<file path="src/rtl/proj_topk_stream_sorter.sv">
// Streaming bottom-K sorter: retains the K smallest {signature, index} pairs of a set, then drains them ascending.
// Optional build macro PROJ_SORTER_DEDUP_EN drops elements whose signature already sits in a valid slot.
module proj_topk_stream_sorter #(
   parameter int INDICES_COUNT = 8,
   parameter int INDICE_LEN    = 16,
   parameter int SIGNATURE_LEN = 32,
   parameter int POSITION_LEN  = $clog2(INDICES_COUNT)
) (
   input  logic                     clk,
   input  logic                     rst_n,
   input  logic                     in_valid,
   output logic                     in_ready,
   input  logic [SIGNATURE_LEN-1:0] in_signature,
   input  logic [INDICE_LEN-1:0]    in_index,
   input  logic                     in_last,
   output logic                     out_valid,
   input  logic                     out_ready,
   output logic [SIGNATURE_LEN-1:0] out_signature,
   output logic [INDICE_LEN-1:0]    out_index,
   output logic                     out_last,
   output logic [POSITION_LEN:0]    fill_count
);

   localparam logic [POSITION_LEN:0] K_CNT = (POSITION_LEN+1)'(INDICES_COUNT);
   localparam logic [POSITION_LEN:0] ONE   = (POSITION_LEN+1)'(1);

   typedef enum logic {COLLECT, DRAIN} state_t;

   state_t                   r_state, w_state_nxt;

   logic                     r_vld_p1, r_last_p1;
   logic [SIGNATURE_LEN-1:0] r_sig_p1;
   logic [INDICE_LEN-1:0]    r_idx_p1;

   logic [INDICES_COUNT-1:0] r_tbl_vld;
   logic [SIGNATURE_LEN-1:0] r_tbl_sig [INDICES_COUNT];
   logic [INDICE_LEN-1:0]    r_tbl_idx [INDICES_COUNT];
   logic [POSITION_LEN:0]    r_fill, r_rd_ptr;

   logic                     w_in_fire, w_out_fire, w_out_valid, w_out_last;
   logic                     w_drop, w_ins;
   logic [POSITION_LEN:0]    w_pos;
   logic [POSITION_LEN-1:0]  w_rd_slot;
   logic [INDICES_COUNT-1:0] w_nxt_vld;
   logic [SIGNATURE_LEN-1:0] w_nxt_sig [INDICES_COUNT];
   logic [INDICE_LEN-1:0]    w_nxt_idx [INDICES_COUNT];

   function automatic logic [POSITION_LEN:0] sat_inc(input logic [POSITION_LEN:0] v);
      return (v == K_CNT) ? v : v + ONE;
   endfunction

   assign in_ready   = (r_state == COLLECT) && !(r_vld_p1 && r_last_p1);
   assign w_in_fire  = in_valid && in_ready;

   // Stage p1 -> table: rank the staged element among valid slots (ties stay stable)
   always_comb begin
      w_pos = '0;
      for (int i = 0; i < INDICES_COUNT; i++) begin
         if (r_tbl_vld[i] && (r_tbl_sig[i] <= r_sig_p1)) w_pos = w_pos + ONE;
      end
   end

`ifdef PROJ_SORTER_DEDUP_EN
   logic w_dup;
   always_comb begin
      w_dup = 1'b0;
      for (int i = 0; i < INDICES_COUNT; i++) begin
         if (r_tbl_vld[i] && (r_tbl_sig[i] == r_sig_p1)) w_dup = 1'b1;
      end
   end
   assign w_drop = (w_pos == K_CNT) || w_dup;
`else
   assign w_drop = (w_pos == K_CNT);
`endif

   assign w_ins = r_vld_p1 && !w_drop;

   always_comb begin
      w_nxt_vld = r_tbl_vld;
      for (int i = 0; i < INDICES_COUNT; i++) begin
         w_nxt_sig[i] = r_tbl_sig[i];
         w_nxt_idx[i] = r_tbl_idx[i];
      end
      for (int i = 1; i < INDICES_COUNT; i++) begin
         if (i > int'(w_pos)) begin
            w_nxt_sig[i] = r_tbl_sig[i-1];
            w_nxt_idx[i] = r_tbl_idx[i-1];
            w_nxt_vld[i] = r_tbl_vld[i-1];
         end
      end
      for (int i = 0; i < INDICES_COUNT; i++) begin
         if (i == int'(w_pos)) begin
            w_nxt_sig[i] = r_sig_p1;
            w_nxt_idx[i] = r_idx_p1;
            w_nxt_vld[i] = 1'b1;
         end
      end
   end

   assign w_out_valid = (r_state == DRAIN) && (r_rd_ptr < r_fill);
   assign w_out_last  = w_out_valid && (r_rd_ptr == r_fill - ONE);
   assign w_out_fire  = w_out_valid && out_ready;
   assign w_rd_slot   = r_rd_ptr[POSITION_LEN-1:0];

   assign out_valid     = w_out_valid;
   assign out_last      = w_out_last;
   assign out_signature = w_out_valid ? r_tbl_sig[w_rd_slot] : '0;
   assign out_index     = w_out_valid ? r_tbl_idx[w_rd_slot] : '0;
   assign fill_count    = r_fill;

   always_ff @(posedge clk) begin
      if (!rst_n) r_state <= COLLECT;
      else        r_state <= w_state_nxt;
   end

   always_comb begin
      w_state_nxt = r_state;
      case (r_state)
         COLLECT: if (r_vld_p1 && r_last_p1)        w_state_nxt = DRAIN;
         DRAIN:   if (w_out_fire && w_out_last)     w_state_nxt = COLLECT;
         default:                                   w_state_nxt = COLLECT;
      endcase
   end

   // Input -> stage p1 and table payload: data only, no reset needed
   always_ff @(posedge clk) begin
      if (w_in_fire) begin
         r_sig_p1 <= in_signature;
         r_idx_p1 <= in_index;
      end
      if (w_ins) begin
         for (int i = 0; i < INDICES_COUNT; i++) begin
            r_tbl_sig[i] <= w_nxt_sig[i];
            r_tbl_idx[i] <= w_nxt_idx[i];
         end
      end
   end

   always_ff @(posedge clk) begin
      if (!rst_n) begin
         r_vld_p1  <= 1'b0;
         r_last_p1 <= 1'b0;
         r_tbl_vld <= '0;
         r_fill    <= '0;
         r_rd_ptr  <= '0;
      end else begin
         r_vld_p1  <= w_in_fire;
         r_last_p1 <= w_in_fire && in_last;
         if (w_out_fire && w_out_last) begin
            r_tbl_vld <= '0;
            r_fill    <= '0;
            r_rd_ptr  <= '0;
         end else begin
            if (w_out_fire) r_rd_ptr <= r_rd_ptr + ONE;
            if (w_ins) begin
               r_tbl_vld <= w_nxt_vld;
               r_fill    <= sat_inc(r_fill);
            end
         end
      end
   end

endmodule

</file>
<file path="config.mk">
export PLATFORM = sky130hd
export DESIGN_NAME = proj_topk_stream_sorter
export DESIGN_NICKNAME = d
export VERILOG_FILES = /design/src/rtl/proj_topk_stream_sorter.sv
export SDC_FILE = /design/constraint.sdc
export NUM_CORES = 1
export LEC_CHECK = 0
export ABC_AREA = 1
export ABC_CLOCK_PERIOD_IN_PS = 7600
export CORE_MARGIN = 2
export CORE_UTILIZATION = 35
export CTS_CLUSTER_DIAMETER = 80
export DETAILED_ROUTE_END_ITERATION = 12
export PLACE_DENSITY = 0.57
export SYNTH_ARGS = -nofsm -noshare
export SYNTH_HDL_FRONTEND = slang
export SYNTH_SLANG_ARGS = --single-unit
</file>
<file path="constraint.sdc">
create_clock -name clk -period 7.6 [get_ports clk]
set_input_delay 2.28 -clock clk [delete_from_list [all_inputs] [get_ports clk]]
set_output_delay 2.28 -clock clk [all_outputs]
set_load 0.1 [all_outputs]
</file>
### After elaboration in Yosys (flattened, before gate mapping)

Memories as Yosys holds them, arrays and structs flattened. A register that Yosys moved wholly into a read port is not among the register bits.
Index checks and enable logic that the tools add are counted.

* reduce and logical (&&, ||, !) cells: 38
* $add $sub $neg: 10
* muxes and demuxes: 63
* order comparisons: 16
* eq/ne operators: 11
* bitwise operators: 3

Operators by type and width (count)
* $mux W32: 16
* $le A32 B32 Y1: 8
* $mux W16: 16
* $add A4 B1 Y4 const B: 9
* $mux W4: 7
* $reduce_and A2 Y1: 10
* $mux W1: 19
* $logic_and A1 B1 Y1: 17
* $eq A4 B4 Y1 const A: 4
* $gt A3 B4 Y1 const A: 4
* $reduce_bool A2 Y1: 7
* $mux W3: 4
* $eq A3 B4 Y1 const A: 2
* $eq A4 B4 Y1 const B: 2
* $gt A2 B4 Y1 const A: 2
* $eq A2 B4 Y1 const A: 1
* $eq A4 B4 Y1: 1
* $gt A1 B4 Y1 const A: 1
* $logic_not A4 Y1: 1
* $lt A4 B4 Y1: 1
* $sub A4 B1 Y4 const B: 1
* $not A1 Y1: 3
* $logic_not A1 Y1: 2
* $ne A2 B2 Y1 const B: 1
* 2 further kinds: 2

* memory bits (writable): 384
* output and inout bits: 55
* bits of input ports: 53
* memories kept: 2
* bits in registers: 67
* logic and storage cells: 158

Memory list
* r_tbl_sig: depth 8, bits a word 32, read ports 9, clocked after memory_dff 1, wr ports 8, line 36 `logic [SIGNATURE_LEN-1:0] r_tbl_sig [INDICES_COUNT];`
* r_tbl_idx: depth 8, bits a word 16, read ports 8, clocked after memory_dff 1, wr ports 8, line 37 `logic [INDICE_LEN-1:0] r_tbl_idx [INDICES_COUNT];`

### Logic depth before layout (Yosys ltp)

Gate-level depths: netlist of the first run.
An unclocked memory read counts as a cell.

* depth after elaboration: 24
* gate-level depth with buffers: 44
* depth with buffers taken out: 43

### Worst setup path after synthesis of the first run

OpenSTA, ideal clock, no wires.

* path type: register -> output
* start point: register r_fill[1] (netlist: fill_count[1])
* end point: output port out_last
* stages on the path, launching flop included: 10
* data arrival time: 7.169 ns
* slack: -1.849 ns
* path through: dfxtp_1 > inv_1 > ha_1 > inv_1 > o21bai_1 > a21oi_1 > nor2_1 > nor3_1 > inv_1 > nor4_1

* word-level cells in the longest chain between the ends: 3
* elaborated cells between the ends (all ways): 5
* classes of those cells: add/sub (1); order compare (1); eq/ne (1); reduce/logical (2)

Ends and longest elaborated chain
* start, declared: line 38 `logic [POSITION_LEN:0] r_fill, r_rd_ptr;`
* start signal, assigned: line 157 `r_fill <= sat_inc(r_fill);`
* $lt A4 B4 Y1: line 100 `assign w_out_valid = (r_state == DRAIN) && (r_rd_ptr < r_fill);`
* $logic_and A1 B1 Y1: line 100
* named net out_valid: line 16 `output logic out_valid,`
* $logic_and A1 B1 Y1: line 101 `assign w_out_last = w_out_valid && (r_rd_ptr == r_fill - ONE);`
* end, declared: line 20 `output logic out_last,`

The timed path passes the listed nets, and every way through them passes these cells.

==> qor.log, run 1 <==
qor: clock_network.numCtsBuffers 53
qor: final_layout.final_layout_size_suffix_gt1_frac 0.0716
qor: setup_path.crit_arrival 7310 ps
qor: place.gp_congestion 0.870
qor: floorplanning.chipHeight 284 um
qor: setup_path.worstRegToRegCells 40
qor: yosys.yosys.cell_types.count 52
qor: place.place_worst_setup_slack 522 ps
qor: pwr.power.density_cell_area 227 nW/um^2
qor: final_layout.num_antenna_cells 0
qor: timing.final_critical_path_setup_slack 640 ps
qor: yosys.asyncSetResetFlopFracSynth 0
qor: final_layout.multiInputGateArea 12800 sq um
qor: yosys.postSynthAreaPerCell 9.14 sq um
qor: setup_path.critical_path.reg2reg.startpoint r_sig_p1[14]
qor: final_layout.nNetsFinal 3406
qor: timing.setup_viol 0
qor: yosys.postSynthRegisterBits 454
qor: clock_network.clock_tree.root_cell sky130_fd_sc_hd__clkbuf_16
qor: setup_path.criticalPathCategory register to register
qor: place.post_detail_place_hpwl 53.0 mm
qor: yosys.synth-main-ff-cell sky130_fd_sc_hd__edfxtp_1
qor: floorplanning.core.rowCount 102
qor: setup_path.critPathLaunchType register
qor: global_routing.grt_first_pass_wirelength 123 mm
qor: setup_path.timing.critical_path.mode_cell sky130_fd_sc_hd__nand2_1
qor: min_path.min_to r_tbl_sig[0][4]
qor: setup_path.critical-path-max-stage-delay 360 ps
qor: min_path.timing.hold.worst_path_depth 0
qor: routing.drt-wirelength-per-cell 19.0 um
qor: clock_network.number_of_clock_sinks_seen_by_cts 454
qor: yosys.yosysWarnings 0
qor: final_layout.fill_cells 7751
qor: routing.post_drt_via_cell_ratio 5.25
qor: min_path.hold_class register to register
qor: clock_network.holdBufCountCts 0
qor: global_routing.overflow 0
qor: timing.fin_setup_tns 0 ps
qor: timing.grt_setup_unrepaired no
qor: yosys.synth-seq-area-share 0.488
qor: setup_path.critPathBufInv 10
qor: routing.drt_iter0_markers 1893
qor: timing.tightestPinTransition 1100 ps
qor: timing.slew_headroom 0.259
qor: final_layout.final_common_cell sky130_fd_sc_hd__nand2_1
qor: yosys.syn_area 27500 sq um
qor: floorplanning.floorplan.initialDensity 0.354
qor: status.run_status finished, final reports clean
qor: floorplanning.design.portCount 108
qor: setup_path.critical-path-slowest-cell sky130_fd_sc_hd__ha_1
qor: yosys.number_of_enable_flip_flop_cells_after_synthesis 432
qor: yosys.synth_cells 3006
qor: final_layout.mostFrequentLayoutCells sky130_fd_sc_hd__nand2_1, sky130_fd_sc_hd__edfxtp_1, sky130_fd_sc_hd__ha_1
qor: place.numPortBuffers 107
qor: timing.clock_skew 19.3 ps
qor: yosys.postSynthNetCount 3329
qor: setup_path.critPathCaptureType register
qor: final_layout.register_area 13400 sq um
qor: clock_network.worst_setup_hold_path_clk_slew 60 ps
qor: routing.post-route-drc-count 0
qor: setup_path.cp.required 7950 ps
qor: floorplanning.chipWidth 284 um
qor: timing.timing.fmax 0.144 GHz
qor: global_routing.globalRouteTotalUtil 0.193
qor: setup_path.critical_path.max_fanout 38
qor: routing.totalWireLength 79.2 mm
qor: min_path.hold_start r_sig_p1[4]
qor: pwr.power.ir.vdd_worst 0.000161 V
qor: clock_network.clk_latency 620 ps
qor: flow_run.drv_cap 0
qor: timing.report.final.hold_viol_count 0
qor: setup_path.worst_r2r_endpoint r_tbl_idx[5][2]
qor: timing.finalWorstPathRequiredPeriod 6960 ps
qor: routing.antenna_left 0
qor: global_routing.grt_start_max_net_pins 197
qor: setup_path.rrSetupSlack 640 ps
qor: global_routing.vias_in_the_first_global_route 21100
qor: floorplanning.floorplan.die_area 80800 sq um
qor: global_routing.grt_antenna_before_repair 0
qor: clock_network.clock_tree.buffer_depth 3
qor: setup_path.critical-path-top-delay-family simple AND/OR/NAND/NOR gates
qor: routing.drt_first_pass_iters 5
qor: floorplanning.coreArea 77600 sq um
qor: routing.route.vias.total 21900
qor: timing.slew_violations 0
qor: clock_network.clock_tree_from_tritoncts built
qor: timing.final.period_utilization 0.916
qor: pwr.p_leak 13.0 nW
qor: final_layout.area.growth.synth_to_final 15.5%
qor: clock_network.cts_max_level 2
-- cells in the mapped netlist, types with 8 or more instances --
master | n | area share
sky130_fd_sc_hd__a21oi_1 | 227 | 0.041
sky130_fd_sc_hd__a32o_1 | 47 | 0.017
sky130_fd_sc_hd__a32oi_1 | 47 | 0.015
sky130_fd_sc_hd__buf_2 | 8 | 0.0015
sky130_fd_sc_hd__buf_4 | 14 | 0.0038
sky130_fd_sc_hd__buf_6 | 11 | 0.0045
sky130_fd_sc_hd__clkbuf_1 | 106 | 0.014
sky130_fd_sc_hd__dfxtp_1 | 22 | 0.016
sky130_fd_sc_hd__edfxtp_1 | 432 | 0.47
sky130_fd_sc_hd__ha_1 | 270 | 0.12
sky130_fd_sc_hd__inv_1 | 152 | 0.021
sky130_fd_sc_hd__nand2_1 | 898 | 0.12
sky130_fd_sc_hd__nand2_2 | 35 | 0.0080
sky130_fd_sc_hd__nand3_1 | 64 | 0.012
sky130_fd_sc_hd__nand4_1 | 26 | 0.0059
sky130_fd_sc_hd__nor2_1 | 127 | 0.017
sky130_fd_sc_hd__nor3_1 | 11 | 0.0020
sky130_fd_sc_hd__o21a_1 | 9 | 0.0025
sky130_fd_sc_hd__o21ai_0 | 222 | 0.040
sky130_fd_sc_hd__o21ai_1 | 193 | 0.035
-- metal layers --
metal / wire length, um / track usage / part of all wire / up-vias
li1: - / - / - / 10900
met1: 35900 / 0.264 / 0.45 / 10300
met2: 36200 / 0.312 / 0.46 / 603
met3: 4470 / 0.0279 / 0.056 / 125
met4: 2560 / 0.0674 / 0.032 / 0
met5: 0 / 0 / 0 / -
-- worst register-to-register path, delay by kind of cell, from the launching register on --
family,cells,cell delay [ps]
buffers and inverters,10,1150
AND/OR/NAND/NOR,18,2620
flip-flops,1,340
AO/OA/AOI/OAI,5,580
adder cells (fa/ha/maj),7,2000
-- power breakdown --
part           switching (mW)  leakage (nW)  total [mW]  internal, mW
sequential              0.138          4.24        3.18          3.05
clock                    1.08         0.893        2.67          1.59
combinational           0.868          7.87        1.34         0.468
-- repair_timing --
item / in CTS / in global routing
gates resized for setup: 0 / 5
buffers inserted: 0 / 0
setup endpoints to repair: 0 / 55
-- flip-flops by register name, summed over array words and instances (netlist names), named ones only --
name,count
r_vld_p1,1
fill_count,4
r_tbl_vld,8
r_sig_p1,32
r_tbl_idx,128
r_last_p1,1
r_idx_p1,16
r_rd_ptr,4
r_tbl_sig,256
r_state,1
-- logic make-up after synthesis --
group,share of synthesized area
compound gates,0.161
simple gates,0.176
flops,0.488
buf+inv,0.0489
xor+xnor,0.00223
fa+ha+maj,0.123
-- how the worst max path moves through the flow --
stage                       from               to  slack (ps)  cells after the start
floorplan            r_sig_p1[3]  r_tbl_idx[0][0]          70                     36
global placement    r_sig_p1[14]  r_tbl_idx[5][1]         590                     40
detailed placement  r_sig_p1[14]  r_tbl_idx[5][2]         520                     40
CTS                 r_sig_p1[14]  r_tbl_idx[5][2]         500                     40
global route        r_sig_p1[14]  r_tbl_idx[5][2]          20                     40
finish              r_sig_p1[14]  r_tbl_idx[5][2]         640                     40
-- metrics by stage --
step / cell area (sq um) / utilization / power, mW / hold slack (ps) / cells
2_1_floorplan: 27500 / - / 4.13 / 426 / 3006
3_3_place_gp: 29900 / 0.385 / 4.54 / 428 / 4068
3_5_place_dp: 29900 / 0.385 / 4.56 / 432 / 4068
4_1_cts: 31700 / 0.408 / 7.25 / 433 / 4168
5_1_grt: 31700 / 0.409 / 7.56 / 445 / 4168
6_report: 31700 / 0.409 / 7.19 / 434 / 4168
-- final cells by class --
cell class,instances,area share
clock inverter,28,0.0108
tap,1040,0.0410
inverter,157,0.0187
multi-input combinational,2245,0.404
sequential,454,0.423
clock buffer,72,0.0460
timing repair buffer,172,0.0566
No activity file was read; power rests on OpenSTA's default activity.
==> run 2: changes to the inputs <==
Settings changed: CELL_PAD_IN_SITES_DETAIL_PLACEMENT set to 0, CELL_PAD_IN_SITES_GLOBAL_PLACEMENT set to 1, PLACE_DENSITY 0.57 to 0.68, SKIP_CTS_REPAIR_TIMING set to 1.
==> qor.log, run 2 (synthesis results as in run 1) <==
qor: flow_run.drv_cap 0 [unchanged]
qor: global_routing.grt_start_max_net_pins 90 [-54%]
qor: final_layout.biggestRegsByFlops r_tbl_sig: 256 flops, r_tbl_idx: 128 flops, r_sig_p1: 32 flops
qor: routing.drt_first_pass_iters 5 [unchanged]
qor: place.gp_congestion 0.841 [-3.3%]
qor: routing.post-route-drc-count 0 [unchanged]
qor: final_layout.final_layout_size_suffix_gt1_frac 0.0752 [+0.00355]
qor: final_layout.fill_cells 7728 [-0.30%]
qor: setup_path.criticalPathCategory register to register
qor: routing.drt-wirelength-per-cell 19.5 um [+2.7%]
qor: clock_network.clock_tree_from_tritoncts built
qor: floorplanning.chipWidth 284 um [unchanged]
qor: final_layout.stdcell_count 4181 [+0.31%]
qor: place.placedInstanceArea 29900 sq um [+0.15%]
qor: timing.grt_setup_unrepaired no
qor: setup_path.critical-path-max-stage-delay 540 ps [+180 ps]
qor: clock_network.cts_max_level 2 [unchanged]
qor: setup_path.crit_arrival 7400 ps [+90 ps]
qor: global_routing.overflow 0 [unchanged]
qor: place.post_detail_place_hpwl 57.4 mm [+8.2%]
qor: timing.final_critical_path_setup_slack 486 ps [-153 ps]
qor: global_routing.grt_antenna_before_repair 1 [+1]
qor: pwr.power.density_cell_area 223 nW/um^2 [-1.8%]
qor: floorplanning.coreArea 77600 sq um [unchanged]
qor: final_layout.nNetsFinal 3424 [+0.53%]
qor: min_path.hold_class register to register
qor: timing.report.final.hold_viol_count 0 [unchanged]
qor: clock_network.worst_setup_hold_path_clk_slew 60 ps [about the same]
qor: routing.totalWireLength 81.6 mm [+3.1%]
qor: global_routing.grt_first_pass_wirelength 125 mm [+2.2%]
qor: place.placed_cells 4084 [+0.39%]
qor: timing.finalWorstPathRequiredPeriod 7110 ps [+153 ps]
qor: routing.post_drt_via_cell_ratio 5.32 [+1.4%]
qor: timing.tightestPinTransition 1080 ps [-20.6 ps]
qor: timing.timing.fmax 0.141 GHz [-2.2%]
qor: routing.drt_iter0_markers 1626 [-14%]
qor: status.run_status finished, final reports clean
qor: routing.route.vias.total 22300 [+1.7%]
qor: final_layout.largest_register_ffs 256 [unchanged]
qor: floorplanning.chipHeight 284 um [unchanged]
qor: final_layout.area.growth.synth_to_final 15.4% [about the same]
qor: routing.antenna_left 0 [unchanged]
qor: setup_path.critical-path-slowest-cell sky130_fd_sc_hd__nor4_2
qor: clock_network.number_of_clock_sinks_seen_by_cts 454 [unchanged]
qor: timing.clock_skew 13.3 ps [-6.04 ps]
qor: final_layout.finish.instance_area 31700 sq um [about the same]
qor: clock_network.clock_tree.root_cell sky130_fd_sc_hd__clkbuf_16
qor: timing.setup_viol 0 [unchanged]
qor: setup_path.critical_path.max_fanout 24 [-37%]
qor: final_layout.final_core_util 0.409 [about the same]
qor: timing.slew_headroom 0.272 [+0.0138]
qor: setup_path.timing.critical_path.mode_cell sky130_fd_sc_hd__ha_1
qor: timing.fin_setup_tns 0 ps [unchanged]
qor: floorplanning.floorplan.initialDensity 0.354 [unchanged]
qor: timing.final.period_utilization 0.936 [+0.0202]
qor: pwr.p_leak 13.0 nW [+0.15%]
qor: floorplanning.design.portCount 108 [unchanged]
qor: place.place_worst_setup_slack 101 ps [-422 ps]
qor: pwr.power.ir.vdd_worst 0.000152 V [-5.5%]
qor: clock_network.clk_latency 600 ps [-20 ps]
qor: setup_path.critPathLaunchType register
qor: final_layout.final_common_cell sky130_fd_sc_hd__nand2_1
qor: final_layout.mostFrequentLayoutCells sky130_fd_sc_hd__nand2_1, sky130_fd_sc_hd__edfxtp_1, sky130_fd_sc_hd__ha_1
qor: global_routing.globalRouteTotalUtil 0.197 [+0.00383]
qor: clock_network.numCtsBuffers 52 [-1.9%]
qor: setup_path.cp.required 7890 ps [-60 ps]
qor: timing.slew_violations 0 [unchanged]
qor: clock_network.clock_tree.buffer_depth 3 [unchanged]
qor: final_layout.top_register_by_number_of_flip_flops r_tbl_sig
qor: floorplanning.core.rowCount 102 [unchanged]
qor: place.numPortBuffers 107 [unchanged]
qor: setup_path.critPathCaptureType register
qor: floorplanning.floorplan.die_area 80800 sq um [unchanged]
qor: global_routing.vias_in_the_first_global_route 21600 [+2.4%]
[run 2: cell types whose count changed in the layout (fill, tap and decap cells not counted), sizes merged]
cell,before,now
diode,0,1
nand3,71,72
clkbuf,72,62
bufinv,7,6
buf,65,82
clkinvlp,0,2
clkinv,21,24
[run 2: final cells by class]
class	instances	area, sq um	area share
Multi-Input combinational cell	2246	12800	0.404
Inverter	157	599	0.0189
Tap cell	1040	1300	0.0410
Antenna cell	1	2.50	0.0000789
Clock inverter	32	312	0.00982
Sequential cell	454	13400	0.423
Timing Repair Buffer	190	1890	0.0597
Clock buffer	61	1360	0.0428
[run 2: layer usage]
layer	vias up	GRT usage	part of all wire
li1	10900	-	-
met1	10700	0.257	0.44
met2	591	0.346	0.49
met3	108	0.0220	0.049
met4	0	0.0528	0.023
met5	-	0	0
[run 2: stage by stage]
stage	hold WS [ps]	power [mW]
5_1_grt	457	7.41
6_report	445	7.06
2_1_floorplan	426	4.13
3_3_place_gp	432	4.52
4_1_cts	446	7.11
3_5_place_dp	432	4.56
[run 2: final timing paths]
check / startpoint / endpoint / slack [ps] / depth (start not counted)
setup reg to reg: r_sig_p1[31] / r_tbl_idx[4][0] / 490 / 34
setup / recovery: r_sig_p1[31] / r_tbl_idx[4][0] / 490 / 34
hold reg to reg: r_sig_p1[4] / r_tbl_sig[0][4] / 450 / 0
hold / removal: r_sig_p1[4] / r_tbl_sig[0][4] / 450 / 0
[run 2: power breakdown]
group / internal [mW] / total, mW / leakage [nW] / switching [mW]
Clock: 1.47 / 2.53 / 0.815 / 1.06
Sequential: 3.05 / 3.19 / 4.24 / 0.143
Combinational: 0.468 / 1.34 / 7.97 / 0.870
[run 2: worst max-delay path, delay by kind of cell (launching register included)]
| family | cells | cell delay (ps) |
|---|---|---|
| AOI/OAI and AO/OA | 3 | 640 |
| adders and majority gates | 7 | 1960 |
| and+or+nand+nor | 14 | 2660 |
| DFF | 1 | 350 |
| buffers and inverters | 10 | 1150 |
==> run 3: changes to the inputs <==
Settings changed: HOLD_SLACK_MARGIN set to 0.03.
==> results of run 3 <==
Final layout, timing and power as in run 2 (identical DEF).
